<file path="src/rtl/uart_rx_param.sv">
// uart_rx_param: parametrised UART receiver with synchroniser, glitch rejection, parity/framing flags and break handling
module uart_rx_param #(
    parameter int BITDUR     = 1736,
    parameter int DATABITS   = 8,
    parameter int PARITY     = 0,
    parameter int STOPBITS   = 1,
    parameter int SYNCSTAGES = 2
) (
    input  logic                clk,
    input  logic                reset,
    input  logic                in,
    output logic [DATABITS-1:0] data,
    output logic                ready,
    output logic                parityErr,
    output logic                frameErr,
    output logic                busy
);
    localparam int CW = $clog2(BITDUR);
    localparam int IW = $clog2(DATABITS + 1);
    typedef enum logic [2:0] {IDLE, START, DATA, PAR, STOP, BRK} state_t;
    state_t state, state_n;
    logic [SYNCSTAGES-1:0] sync;
    logic sync_in, mid;
    logic [CW-1:0] ctr, ctr_n;
    logic [IW-1:0] idx, idx_n;
    logic [DATABITS-1:0] shift, shift_n, data_n;
    logic par_bit, par_n, ferr, ferr_n, ready_n, pe_n, fe_n;
    assign sync_in = sync[SYNCSTAGES-1];
    assign mid = ctr == CW'(BITDUR - 1);
    assign busy = state != IDLE;
    always_ff @(posedge clk) begin
        if (reset) begin
            sync      <= '1;
            state     <= IDLE;
            ctr       <= '0;
            idx       <= '0;
            shift     <= '0;
            par_bit   <= 1'b0;
            ferr      <= 1'b0;
            data      <= '0;
            ready     <= 1'b0;
            parityErr <= 1'b0;
            frameErr  <= 1'b0;
        end else begin
            sync      <= {sync[SYNCSTAGES-2:0], in};
            state     <= state_n;
            ctr       <= ctr_n;
            idx       <= idx_n;
            shift     <= shift_n;
            par_bit   <= par_n;
            ferr      <= ferr_n;
            data      <= data_n;
            ready     <= ready_n;
            parityErr <= pe_n;
            frameErr  <= fe_n;
        end
    end
    always_comb begin
        state_n = state;
        ctr_n   = mid ? '0 : ctr + CW'(1);
        idx_n   = idx;
        shift_n = shift;
        par_n   = par_bit;
        ferr_n  = ferr;
        data_n  = data;
        pe_n    = parityErr;
        fe_n    = frameErr;
        ready_n = 1'b0;
        case (state)
            IDLE: begin
                ctr_n   = sync_in ? '0 : CW'(1);
                state_n = sync_in ? IDLE : START;
            end
            START: begin
                if (sync_in) begin
                    state_n = IDLE;
                    ctr_n   = '0;
                end else if (ctr == CW'(BITDUR / 2 - 1)) begin
                    state_n = DATA;
                    ctr_n   = '0;
                    idx_n   = '0;
                    ferr_n  = 1'b0;
                end
            end
            DATA: if (mid) begin
                shift_n = {sync_in, shift[DATABITS-1:1]};
                idx_n   = idx == IW'(DATABITS - 1) ? '0 : idx + IW'(1);
                state_n = idx != IW'(DATABITS - 1) ? DATA : (PARITY != 0 ? PAR : STOP);
            end
            PAR: if (mid) begin
                par_n   = sync_in;
                state_n = STOP;
            end
            STOP: if (mid) begin
                ferr_n = ferr | ~sync_in;
                idx_n  = idx + IW'(1);
                if (idx == IW'(STOPBITS - 1)) begin
                    idx_n   = '0;
                    data_n  = shift;
                    pe_n    = PARITY == 0 ? 1'b0 : (PARITY == 1 ? (^shift) ^ par_bit : ~((^shift) ^ par_bit));
                    fe_n    = ferr | ~sync_in;
                    ready_n = 1'b1;
                    state_n = sync_in ? IDLE : BRK;
                end
            end
            BRK: begin
                ctr_n   = '0;
                state_n = sync_in ? IDLE : BRK;
            end
            default: state_n = IDLE;
        endcase
    end
endmodule
</file>
<file path="config.mk">
export PLATFORM = sky130hd
export DESIGN_NAME = uart_rx_param
export DESIGN_NICKNAME = d
export VERILOG_FILES = /design/src/rtl/uart_rx_param.sv
export SDC_FILE = /design/constraint.sdc
export NUM_CORES = 1
export LEC_CHECK = 0
export CORE_MARGIN = 2
export CORE_UTILIZATION = 33
export DETAILED_ROUTE_END_ITERATION = 8
export MAX_ROUTING_LAYER = met4
export PLACE_DENSITY = 0.46
export RECOVER_POWER = 100
export SLEW_MARGIN = 20
export SYNTH_ARGS = -nofsm -noshare
export SYNTH_HDL_FRONTEND = slang
export SYNTH_SLANG_ARGS = --single-unit
</file>
<file path="constraint.sdc">
create_clock -name clk -period 4.7 [get_ports clk]
set_clock_uncertainty 0.1 [all_clocks]
set_input_delay 0.705 -clock clk [delete_from_list [all_inputs] [get_ports clk]]
set_output_delay 0.705 -clock clk [all_outputs]
set_load 0.05 [all_outputs]
</file>
==> out/qor.yml <==
io_pins: 15
vias: 1544
ir_drop_mv: 0.155
synth_seq_cells: 39
ys_async_sr_fraction: 0
leakage_nw: 0.723
critPathMaxStageDelay_ps: 600
worstSetupEndpointType: "register"
path_cells: "ha_1 > and4bb_1 > nor4b_1 > clkbuf_1 > nand3_1 > nor3_1 > nor3_1"
route.detailed.drc: 0
dp_slack_ps: 1800
gp_congestion: 0.785
worst_slew_pin_slew_ps: 1360
synth_compound_area_frac: 0.161
cts_made_buffers: 5
cp-start-kind: "register"
port_buffers: 13
rsz0062_at_grt: "false"
cts_hold_buf: 0
htreeDepth: 2
cts-resized-gates: 0
yosysWarnings: 0
synth_cell_types: 49
clk_latency_ps: 300
synth_area_um2: 1840
critPathMaxFanout: 17
syn2layout_area_growth_pct: 14.7
syn_inst: 223
maxSlewHeadroom: 0.0935
postSynthAreaPerCell_um2: 8.23
synth_xor_area_frac: 0.0382
grt_usage: 0.140
layout_setup_ws_ps: 1690
r2r-start: "ctr[0]"
min_path_cells: 1
worstPathRequired_ps: 4730
reg2regPathDepth: 7
grt_use_met2: 0.197
drtIter0Drc: 109
syn-num-nets: 229
synth_edf_count: 0
clk_pin_slew_ps: 80
fin_tns_setup_ps: 0
synthDominantAreaCellType: "dfxtp_1"
diodes: 0
synth_ff_type: "dfxtp_1"
muxShareOfSynthArea: 0.00545
clockBufferDepth: 2
dieArea_um2: 6170
place_hpwl_um: 2570
vias_per_cell: 5.03
cts_setup_buffers: 0
drive_gt1_frac: 0.0638
synth-seq-area-share: 0.425
overflow: 0
grtUsageMet1: 0.191
grt_use_met3: 0.0322
cts_tree: "built"
synth.top_cell.area_share: 0.425
initial_utilization: 0.337
antenna_left: 0
reg2reg_to: "frameErr"
crit_family: "simple AND/OR/NAND/NOR gates"
wl_per_cell_um: 12.7
rows: 27
die_y_um: 78.6
crit_top_cell: "nor3_1"
finalNetCount: 240
die_w_um: 78.6
period_needed_ps: 3010
yosys.area_share.simple: 0.308
netlist_top_cells_area: "dfxtp_1 43%, nand2_1 7.0%, a21oi_1 6.8%, nor2_1 4.7%, nand3_1 3.5%"
drt_wl_total_um: 3890
cts_num_sinks: 39
grt_max_degree: 33
fmax_mhz: 332
finalHoldViolations: 0
slew_violations: 0
final_common_cell: "dfxtp_1"
synth_fa_ha_area_frac: 0.0204
worstHoldStart: "sync[0]"
p_per_area_nw_per_um2: 336
finalSetupViolations: 0
crit_cells: 7
critical_path_class: "register to register"
antenna_found_initial: 0
synth_top_family_by_area: "simple AND/OR/NAND/NOR gates"
cp_num_buf_inv: 1
crit_path_top_delay_cell: "clkbuf_1"
core_um2: 5440
rrSetupSlack_ps: 1690
final_cell_mix: "39 x dfxtp_1, 34 x nand2_1, 25 x a21oi_1, 23 x nor2_1, 13 x nand3_1"
grt_pass1_wl_um: 6600
drv_cap: 0
first_pass_iters: 4
grt_pass1_vias: 1362
worstPathArrival_ps: 3040
min-delay-path-class: "register to register"
fin_crit_sh: 0.640
cts-root-buf: "clkbuf_8"
status: "complete, no violations"
hold_path_end: "sync[1]"
top_usage_layer: "met2"
==> metal layers <==
metal  vias to the layer above  part of all wire
li1                        795                 -
met1                       717              0.52
met2                        25              0.42
met3                         7             0.040
met4                         0             0.018
met5                         -                 0
==> report_power, final <==
part	internal (mW)	switching [mW]
Sequential	0.334	0.00906
Combinational	0.0188	0.0365
Clock	0.175	0.133
==> cell usage after synthesis (all sizes together), types with 3 or more instances <==
| master | count |
|---|---|
| a21oi | 25 |
| buf | 3 |
| clkbuf | 8 |
| dfxtp | 39 |
| ha | 3 |
| inv | 5 |
| nand2 | 34 |
| nand2b | 7 |
| nand3 | 13 |
| nor2 | 23 |
| nor3 | 3 |
| o21ai | 8 |
| or2 | 3 |
| or3 | 4 |
| xnor2 | 3 |
| xor2 | 5 |
==> area by class of cell <==
cell class / count / area (µm²)
fill: 582 / 3330
clock inverter: 2 / 38.8
tap: 72 / 90.1
clock buffer: 6 / 82.6
sequential: 39 / 781
timing repair buffer: 15 / 131
multi-input combinational: 168 / 962
inverter: 5 / 18.8
==> worst max path at each step <==
stage | startpoint | slack (ps) | to
finish | ctr[0] | 1690 | frameErr
detailed placement | reset | 1800 | state[0]
global route | ctr[0] | 1310 | frameErr
floorplan | ctr[0] | 2620 | state[2]
global placement | reset | 1800 | state[0]
CTS | state[0] | 1980 | busy
==> kinds of logic (layout without fill, tap and decap cells) <==
group	Yosys count	after routing
AO/OA/AOI/OAI	49	49
XOR/XNOR	8	8
adder cells (fa/ha/maj)	3	3
buffers and inverters	16	28
flip-flops	39	39
multiplexers	1	1
other	1	1
AND/OR/NAND/NOR	106	106
==> stage by stage <==
step                total power, mW  cells  hold WS [ps]   util  area [µm²]
detailed placement            0.408    299           294  0.371        2020
CTS                           0.716    307           317  0.393        2140
finish                        0.706    307           311  0.387        2100
global placement              0.410    299           293  0.371        2020
global route                  0.736    307           337  0.387        2100
floorplan                     0.394    223           289      -        1840
==> state kept, by name (all words and copies together), names as in the netlist <==
register	count
frameErr	1
idx	4
state	3
ready	1
ferr	1
data	8
shift	8
ctr	11
sync	2
Power figures use the tool's default switching activity.
